## config.mk

```make
export PLATFORM = sky130hd
export DESIGN_NAME = add_n_seq
export DESIGN_NICKNAME = d
export VERILOG_FILES = /design/src/rtl/add_n_seq.sv
export SDC_FILE = /design/constraint.sdc
export NUM_CORES = 1
export LEC_CHECK = 0
export CAP_MARGIN = 20
export CELL_PAD_IN_SITES_DETAIL_PLACEMENT = 1
export CELL_PAD_IN_SITES_GLOBAL_PLACEMENT = 1
export CORE_MARGIN = 10
export CORE_UTILIZATION = 40
export CTS_CLUSTER_DIAMETER = 30
export DETAILED_ROUTE_END_ITERATION = 8
export PLACE_DENSITY = 0.81
export SLEW_MARGIN = 20
export SYNTH_ARGS = -nofsm -noshare
export SYNTH_HDL_FRONTEND = slang
export SYNTH_SLANG_ARGS = --single-unit
```

## constraint.sdc

```tcl
create_clock -name clk_i -period 4.45 [get_ports clk_i]
set_clock_uncertainty 0.05 [all_clocks]
set_input_delay 0.89 -clock clk_i [delete_from_list [all_inputs] [get_ports clk_i]]
set_output_delay 0.89 -clock clk_i [all_outputs]
set_load 0.05 [all_outputs]
```

## src/rtl/add_n_seq.sv

```systemverilog
// add_n_seq: multi-cycle WIDTH-bit adder/subtractor, one CHUNK-bit slice per clock
// with the carry rippled through a register and a start/busy/done handshake.
module add_n_seq #(
    parameter int WIDTH = 16,
    parameter int CHUNK = 4
) (
    input  logic             clk_i,
    input  logic             rst_i,
    input  logic             start_i,
    input  logic [WIDTH-1:0] a_i,
    input  logic [WIDTH-1:0] b_i,
    input  logic             c_i,
    input  logic             sub_i,
    output logic             busy_o,
    output logic             done_o,
    output logic [WIDTH-1:0] sum_o,
    output logic             carry_o,
    output logic             ovf_o
);
    localparam int NCH = WIDTH / CHUNK;
    localparam int KW  = NCH > 1 ? $clog2(NCH) : 1;

    if (WIDTH % CHUNK != 0) begin : g_bad_chunk
        $error("add_n_seq: WIDTH must be a multiple of CHUNK");
    end

    typedef enum logic {IDLE, RUN} state_t;

    state_t           r_state, w_next;
    logic [WIDTH-1:0] r_a, r_b, r_work, r_sum, w_work;
    logic [KW-1:0]    r_k;
    logic             r_cy, r_carry, r_ovf, r_done;
    logic [CHUNK:0]   w_slice;
    logic             w_last, w_ovf;
    int               w_base;

    always_comb begin
        w_base  = int'(r_k) * CHUNK;
        w_slice = {1'b0, r_a[w_base +: CHUNK]} + {1'b0, r_b[w_base +: CHUNK]} + {{CHUNK{1'b0}}, r_cy};
        w_last  = r_k == KW'(NCH - 1);
        w_work  = r_work;
        w_work[w_base +: CHUNK] = w_slice[CHUNK-1:0];
        // carry into the MSB is recovered from its sum bit; only valid on the last slice
        w_ovf   = r_a[WIDTH-1] ^ r_b[WIDTH-1] ^ w_slice[CHUNK-1] ^ w_slice[CHUNK];
        w_next  = r_state == IDLE ? (start_i ? RUN : IDLE) : (w_last ? IDLE : RUN);
    end

    always_ff @(posedge clk_i) begin
        if (rst_i) begin
            r_state <= IDLE;
            r_a     <= '0;
            r_b     <= '0;
            r_work  <= '0;
            r_sum   <= '0;
            r_k     <= '0;
            r_cy    <= 1'b0;
            r_carry <= 1'b0;
            r_ovf   <= 1'b0;
            r_done  <= 1'b0;
        end else begin
            r_state <= w_next;
            r_done  <= 1'b0;
            if (r_state == IDLE) begin
                if (start_i) begin
                    r_a    <= a_i;
                    r_b    <= sub_i ? ~b_i : b_i;
                    r_cy   <= sub_i ? ~c_i : c_i;
                    r_k    <= '0;
                    r_work <= '0;
                end
            end else begin
                r_work <= w_work;
                r_cy   <= w_slice[CHUNK];
                r_k    <= w_last ? '0 : r_k + 1'b1;
                if (w_last) begin
                    r_sum   <= w_work;
                    r_carry <= w_slice[CHUNK];
                    r_ovf   <= w_ovf;
                    r_done  <= 1'b1;
                end
            end
        end
    end

    assign busy_o  = r_state == RUN;
    assign done_o  = r_done;
    assign sum_o   = r_sum;
    assign carry_o = r_carry;
    assign ovf_o   = r_ovf;
endmodule
```

Word-level counts from Yosys, hierarchy flattened
Index checks and enable logic that the tools add are counted.
Word-level totals
  bits of input ports: 37
  register bits: 71
  output and inout port bits: 20
  logic and storage cells: 43
Operators by class
  add/subtract/negate cells: 4
  shift operators: 4
  mux-type cells: 14
  equal/unequal tests: 1
  bitwise logic cells: 6
  reductions and logical operators: 4
Operator list (count)
  2-to-1 mux 16 bit: 3
  negator 4 -> 33 bit: 1
  variable shift 4 x 33 -> 16 bit (first input constant): 1
  variable part select 4 x 33 -> 16 bit: 1
  variable part select 16 x 5 -> 4 bit: 2
  bitwise mux 16 bit: 1
  inverter 16 bit: 1
  2-to-1 mux 1 bit: 7
  2-to-1 mux 2 bit: 3
  adder 4 x 4 -> 5 bit: 1
  adder 5 x 1 -> 5 bit: 1
  AND reduction 2 bit: 2
  bitwise XOR 1 bit: 3
  adder 2 x 1 -> 2 bit (second input constant): 1
  == test 2 bit (second input constant): 1
  inverter 1 bit: 2
  nonzero test 2 bit: 1
  OR reduction 2 bit: 1

Logic depth before layout (Yosys ltp)
Gate-level depths: netlist of the first run.
  word-level depth: 6
  depth in mapped cells: 8
  gate-level depth less buffers: 7

Worst setup path after synthesis of the first run
Ideal clock, no wire load.
  kind: register to register
  from: reg r_k[0]
  to: reg r_ovf, in the netlist ovf_o
  path buffers: 1
  data arrival time: 2896 ps
  data required time: 4283 ps
  cell stages (with the launch flop): 9
  path slack: 1387 ps
  library setup time: 117 ps
  period minus slack after synthesis: 3063 ps
  path through: dfxtp_1 buf_2 mux4_2 fa_1 fa_1 nand3_1 nand3_1 a211o_1 a32o_1
Between the ends
  word-level cells in the longest chain between the ends: 5
  elaborated cells on any way between the ends: 8
  classes of those cells: 2 x add/sub; 1 x eq/ne; 2 x shift; 2 x bitwise; 1 x reduce/logical
RTL lines
  from (decl): RTL line 31  | logic [KW-1:0] r_k;
  from (signal assigned): RTL line 74  | r_k <= w_last ? '0 : r_k + 1'b1;
  variable part select 16 x 5 -> 4 bit: RTL line 39  | w_slice = {1'b0, r_a[w_base +: CHUNK]} + {1'b0, r_b[w_base +: CHUNK]} + {{CHUNK{1'b0}}, r_cy};
  adder 4 x 4 -> 5 bit: RTL line 39
  adder 5 x 1 -> 5 bit: RTL line 39
  bitwise XOR 1 bit (2 in series): RTL line 44  | w_ovf = r_a[WIDTH-1] ^ r_b[WIDTH-1] ^ w_slice[CHUNK-1] ^ w_slice[CHUNK];
  to (signal assigned): RTL line 78  | r_ovf <= w_ovf;
  to (decl): RTL line 32  | logic r_cy, r_carry, r_ovf, r_done;
Several ways; a longest one is shown, not always the timed one.
A chain may end at the register's enable or synchronous reset.

Final worst setup path of the first run
  from: reg r_k[0]
  to: reg r_work[6]
Between the ends
  word-level cells in the longest chain between the ends: 6
  elaborated cells on any way between the ends: 9
  classes of those cells: 3 x add/sub; 4 x shift; 2 x mux
RTL lines
  variable part select 16 x 5 -> 4 bit: RTL line 39
  adder 4 x 4 -> 5 bit: RTL line 39
  adder 5 x 1 -> 5 bit: RTL line 39
  variable part select 4 x 33 -> 16 bit: RTL line 42  | w_work[w_base +: CHUNK] = w_slice[CHUNK-1:0];
  bitwise mux 16 bit (*): RTL line 42
  2-to-1 mux 16 bit (*): RTL line 63  | if (r_state == IDLE) begin
  to (signal assigned): RTL line 72  | r_work <= w_work;
  to (decl): RTL line 30  | logic [WIDTH-1:0] r_a, r_b, r_work, r_sum, w_work;
Mark *: on every way between the ends. The rest lies on a longest branch, timed or not.

==> qor.yml, run 1 <==
die_area_um2: 12500
path_clk_slew_ns: 0.08
num_vias: 2774
outcome: "completed"
r2r_slack_ns: 1.28
first_pass_iters: 4
synth_edf_count: 0
worstHoldPathCells: 2
areaGrowthSynthToFinish_pct: 24.1
fillers: 965
min_period_ns: 3.17
clock_path_buffers: 2
hold_class: "reg -> reg"
ys_ff_latch: 71
crit_path_frequent_cell: "fa_1"
routed_wl_mm: 8.59
ctsResizeCount: 0
syn_area_um2: 3390
hold_viol: 0
critPathMaxFanout: 6
place.gp.congestion: 0.756
async_flop_share_pct: 0
die_w_um: 112
seq_area_frac_synth_pct: 42.0
multi_input_area_um2: 1780
maxCapViolations: 0
drc: 0
coreArea_um2: 8220
fin_area_um2: 4200
fmax_ghz: 0.315
r2r_cells: 7
hold_path_end: "sum_o[12]"
grt.total_usage_pct: 13.9
final_cell_mix: "dfxtp_1, clkdlybuf4s50_1, nand2_1"
ant_nets: 0
worstReg2RegStart: "r_k[0]"
cp.arrival_ns: 3.32
crit_type: "reg -> reg"
postPlaceCellArea_um2: 3980
cts_hold_buffers: 0
startpoint_type: "flop"
grt_overflow: 0
netlist_top_cells_area: "dfxtp_1, mux4_2, nand2_1"
post_cts_buffers: 0
syn_nets: 417
drv_slew: 0
cpPeakStageDelay_ns: 0.59
root_buffer: "clkbuf_8"
reg2reg_to: "r_work[6]"
p_leak_uw: 0.00149
io-pin-count: 57
min_from: "sum_o[12]"
tritoncts: "yes"
grt_max_degree: 49
yosysTopAreaCell: "dfxtp_1"
worst_slew_pin_slew_ns: 0.952
antenna_cells: 0
ir_worst_vdd_uv: 145
final.setup.tns_ns: 0
layout.nets: 459
grt_pass1_wl_mm: 14.7
seq_area_um2: 1420
setup_viol: 0
grt_setup_unrepaired: "false"
antenna_found_initial: 0
synth_flop_cell: "dfxtp_1"
grt_pass1_vias: 3046
synth_warnings: 0
drive_above_1_share_pct: 11.8
power_density_nw_per_um2: 351
viasPerCell: 5.32
port_buffers: 56
crit_chain: "mux4_2 -> fa_1 -> fa_1 -> xnor2_1 -> nor2b_1 -> a31oi_1 -> nor2_1"
drt_iter0_drc: 45
start_util_pct: 41.2
fin_crit_sh_pct: 71.3
wl_per_cell_um: 16.5
ys_types: 40
crit_required_ns: 4.59
clk_latency_ns: 0.35
clkSinkCount: 71
cpMaxStageDelayCell: "mux4_2"
crit_family: "adder cells"
numCtsBuffers: 9
die_y_um: 112
syn-mean-instance-area_um2: 9.18
dp_hpwl_mm: 6.39
crit_buf_inv: 0
endpoint_kind: "flop"
synth_cells: 369
power_uw: 1470
final_util_pct: 51.1
mostFrequentLayoutCell: "dfxtp_1"
whs_ns: 0.404
synth_top_area_share_pct: 42.0
std_cell_rows: 33
h-tree-depth: 3
maxSlewHeadroom_pct: 36.3
logic make-up (layout without fill, tap and decap cells):
| family | Yosys count | in the layout | share of synthesized area, % |
|---|---|---|---|
| AND/OR/NAND/NOR | 116 | 116 | 16.1 |
| AO/OA/AOI/OAI | 94 | 94 | 19.1 |
| flip-flops | 71 | 71 | 42.0 |
| buffers and inverters | 43 | 90 | 5.76 |
| XOR/XNOR | 19 | 19 | 4.92 |
| multiplexers | 15 | 15 | 7.65 |
| adder cells (fa/ha/maj) | 11 | 11 | 4.51 |
final cells by class:
type	instances	share of cell area, %
Tap cell	105	3.13
Sequential cell	71	33.8
Clock inverter	6	2.23
Multi-Input combinational cell	255	42.3
Clock buffer	10	3.04
Timing Repair Buffer	62	14.4
Inverter	12	1.07
tightest hold or removal path, delay by kind of cell (launching register included):
family / cells / cell delay [ns]
AO/OA/AOI/OAI: 1 / 0.05
flip-flops: 1 / 0.33
AND/OR/NAND/NOR: 1 / 0.04
how the worst max path moves through the flow:
stage	startpoint	endpoint	cells after the start
final	r_k[0]	r_work[6]	7
after detailed placement	rst_i	sum_o[15]	3
after global routing	r_k[0]	r_work[6]	7
after CTS	r_k[0]	r_work[6]	7
after global placement	rst_i	sum_o[2]	3
after floorplan	r_k[0]	ovf_o	8
power by group:
part	switching, uW	internal, uW	leakage, uW
logic	122	103	0.000809
registers	15.7	659	0.000579
clock network	253	320	0.000107
routing by layer:
metal	track usage (%)	wire length [um]	vias up
met4	5.16	172	0
met3	3.76	349	17
met5	0	0	-
met2	25.5	4470	53
met1	14.9	3600	1335
li1	-	-	1369
through the flow:
step           setup WS [ns]  cells
2_1_floorplan           1.39    369
3_3_place_gp            1.36    505
3_5_place_dp            1.36    505
4_1_cts                 1.31    521
5_1_grt                 1.08    521
6_report                1.28    521
cell usage after synthesis (all sizes together), types with 2 or more instances:
cell / count
o22ai: 4
nor3b: 5
a211oi: 21
a31oi: 11
ha: 9
inv: 12
nand2: 45
or2: 2
nor2: 37
o21ai: 11
o31ai: 4
nor2b: 11
nand3: 3
nand2b: 9
clkbuf: 14
fa: 2
a22o: 10
buf: 17
mux2: 7
o32ai: 4
mux4: 8
dfxtp: 71
xnor2: 18
a21oi: 24
nor3: 2
registers in the layout, indices dropped and copies added, names as in the netlist:
register	flops
busy_o	1
carry_o	1
done_o	1
ovf_o	1
r_a	16
r_b	16
r_cy	1
r_k	2
r_work	16
sum_o	16
Note: power is estimated with default switching activity, not from simulation.
==> run 2, diff against run 1 <==
clock period = 3.1 ns   (was 4.45 ns; I/O delays follow)
==> run 2 against run 1 <==
Utilization is 0.11 points higher. Sequential share of layout area is 0.070 points lower. Routed wire length is 1.5% lower. Non-clock buffer count is 6 higher. Power is 33% higher. Global-route usage is 0.46 points lower. Sequential power is 43% higher. Cell area is 0.21% higher. Hold slack better by 0.0011 ns. Flip-flop and latch count stayed put. Critical path depth stayed put. Die area stayed put. Critical path type unchanged. Largest cell class unchanged. Largest power group unchanged.
==> qor.yml, run 2 (synthesis results as in run 1) <==
clock_path_buffers: 2  # unchanged
startpoint_type: "flop"  # unchanged
drive_above_1_share_pct: 13.3  # was 11.8%
routed_wl_mm: 8.47  # was 8.59 mm
hold_class: "reg -> reg"  # unchanged
grt_pass1_wl_mm: 14.2  # was 14.7 mm
p_leak_uw: 0.00151  # was 0.00149 uW
port_buffers: 56  # unchanged
clkSinkCount: 71  # unchanged
ctsResizeCount: 0  # unchanged
cpMaxStageDelayCell: "mux4_2"  # unchanged
grt_overflow: 0  # unchanged
drv_slew: 0  # unchanged
die_w_um: 112  # unchanged
min_from: "sum_o[9]"  # was sum_o[12]
crit_family: "adder cells"  # unchanged
antenna_found_initial: 0  # unchanged
worst_slew_pin_slew_ns: 0.590  # was 0.952 ns
fin_crit_sh_pct: 91.8  # was 71.3%
clk_latency_ns: 0.34  # was 0.35 ns
crit_type: "reg -> reg"  # unchanged
worstHoldPathCells: 2  # unchanged
antenna_cells: 0  # unchanged
dp_cells: 511  # was 505
first_pass_iters: 4  # unchanged
die_y_um: 112  # unchanged
grt.total_usage_pct: 13.5  # was 13.9%
root_buffer: "clkbuf_8"  # unchanged
mostFrequentLayoutCell: "dfxtp_1"  # unchanged
maxCapViolations: 0  # unchanged
cts_hold_buffers: 0  # unchanged
final.setup.tns_ns: 0  # unchanged
place.gp.congestion: 0.759  # was 0.756
critPathMaxFanout: 4  # was 6
fmax_ghz: 0.351  # was 0.315 GHz
viasPerCell: 5.21  # was 5.32
worstReg2RegStart: "r_k[0]"  # unchanged
areaGrowthSynthToFinish_pct: 24.4  # was 24.1%
start_util_pct: 41.2  # unchanged
crit_buf_inv: 0  # unchanged
hold_viol: 0  # unchanged
layout.nets: 465  # was 459
crit_required_ns: 3.29  # was 4.59 ns
endpoint_kind: "flop"  # unchanged
dp_hpwl_mm: 6.41  # was 6.39 mm
die_area_um2: 12500  # unchanged
setup_viol: 0  # unchanged
grt_max_degree: 49  # unchanged
hold_path_end: "sum_o[9]"  # was sum_o[12]
cp.arrival_ns: 3.03  # was 3.32 ns
critPathLaunch: "r_k[0]"  # unchanged
grt_setup_unrepaired: "false"  # unchanged
h-tree-depth: 3  # unchanged
path_clk_slew_ns: 0.08  # about the same
tritoncts: "yes"  # unchanged
min_period_ns: 2.84  # was 3.17 ns
numCtsBuffers: 9  # unchanged
crit_chain: "mux4_2 -> fa_1 -> fa_1 -> nand3_1 -> nand3_1 -> a211o_1 -> a32o_1"  # was mux4_2 -> fa_1 -> fa_1 -> xnor2_1 -> nor2b_1 -> a31oi_1 -> nor2_1
io-pin-count: 57  # unchanged
ir_worst_vdd_uv: 225  # was 145 uV
num_vias: 2746  # was 2774
drt_iter0_drc: 65  # was 45
final_cell_mix: "dfxtp_1, clkdlybuf4s50_1, nand2_1"  # unchanged
wl_per_cell_um: 16.1  # was 16.5 um
power_density_nw_per_um2: 466  # was 351 nW/um2
cpPeakStageDelay_ns: 0.55  # was 0.59 ns
post_cts_buffers: 0  # unchanged
coreArea_um2: 8220  # unchanged
r2r_slack_ns: 0.26  # was 1.28 ns
grt_pass1_vias: 2926  # was 3046
ant_nets: 0  # unchanged
power_uw: 1960  # was 1470 uW
std_cell_rows: 33  # unchanged
layoutNonFillerInstCount: 527  # was 521
outcome: "completed"  # unchanged
maxSlewHeadroom_pct: 60.5  # was 36.3%
reg2reg_to: "ovf_o"  # was r_work[6]
r2r_cells: 7  # unchanged
drc: 0  # unchanged
==> run 2: cell types whose count changed in the layout (fill, tap and decap cells not counted), sizes merged <==
cell and delta:
clkbuf -1, buf +6, bufinv -2, clkinv +3
==> run 2: how the worst max path moves through the flow <==
stage / to / cells past startpoint
5_1_grt: sum_o[11] / 7
3_5_place_dp: ovf_o / 7
2_1_floorplan: ovf_o / 8
3_3_place_gp: ovf_o / 7
6_report: ovf_o / 7
4_1_cts: ovf_o / 7
==> run 2: worst register-to-register path, stage by stage (launching register included) <==
cell     delay, ns
dfxtp_1       0.42
mux4_2        0.55
fa_1          0.46
fa_1          0.43
nand3_1       0.16
nand3_1       0.12
a211o_1       0.31
a32o_1        0.25
==> run 2: metal layers <==
layer | up-vias | share of wire [%] | global-route usage, %
met2 | 63 | 51 | 23.8
met4 | 0 | 1.3 | 4.99
met3 | 10 | 4.6 | 4.29
li1 | 1376 | - | -
met5 | - | 0 | 0
met1 | 1297 | 43 | 14.6
==> run 2: stage by stage <==
step                util, %  worst slack, ns  hold WS [ns]  cell area (um2)
global placement       49.1            0.362         0.387             4040
finish                 51.2            0.255         0.405             4210
detailed placement     49.1            0.256         0.397             4040
CTS                    51.2            0.253         0.413             4210
global route           51.2           0.0560         0.436             4210
floorplan                 -           0.0366         0.383             3390
==> run 2: cell type report <==
cell class | count | area [um2]
clock buffers | 9 | 124
clock inverters | 7 | 48.8
fillers | 953 | 4010
inverters | 12 | 45.0
multi-input cells | 255 | 1780
flip-flops and latches | 71 | 1420
well taps | 105 | 131
repair buffers | 68 | 663
==> run 2: where the power goes <==
part           switching (uW)  leakage [uW]  internal, uW
Clock                     369     0.0000894           291
Sequential               21.1      0.000579           947
Combinational             175      0.000842           158
==> run 3, diff against run 2 <==
CAP_MARGIN = 30   (was 20)
GPL_ROUTABILITY_DRIVEN = 0   (was not set)
==> results of run 3 <==
Same layout as run 2: the final DEF is identical, and so are final timing and power.
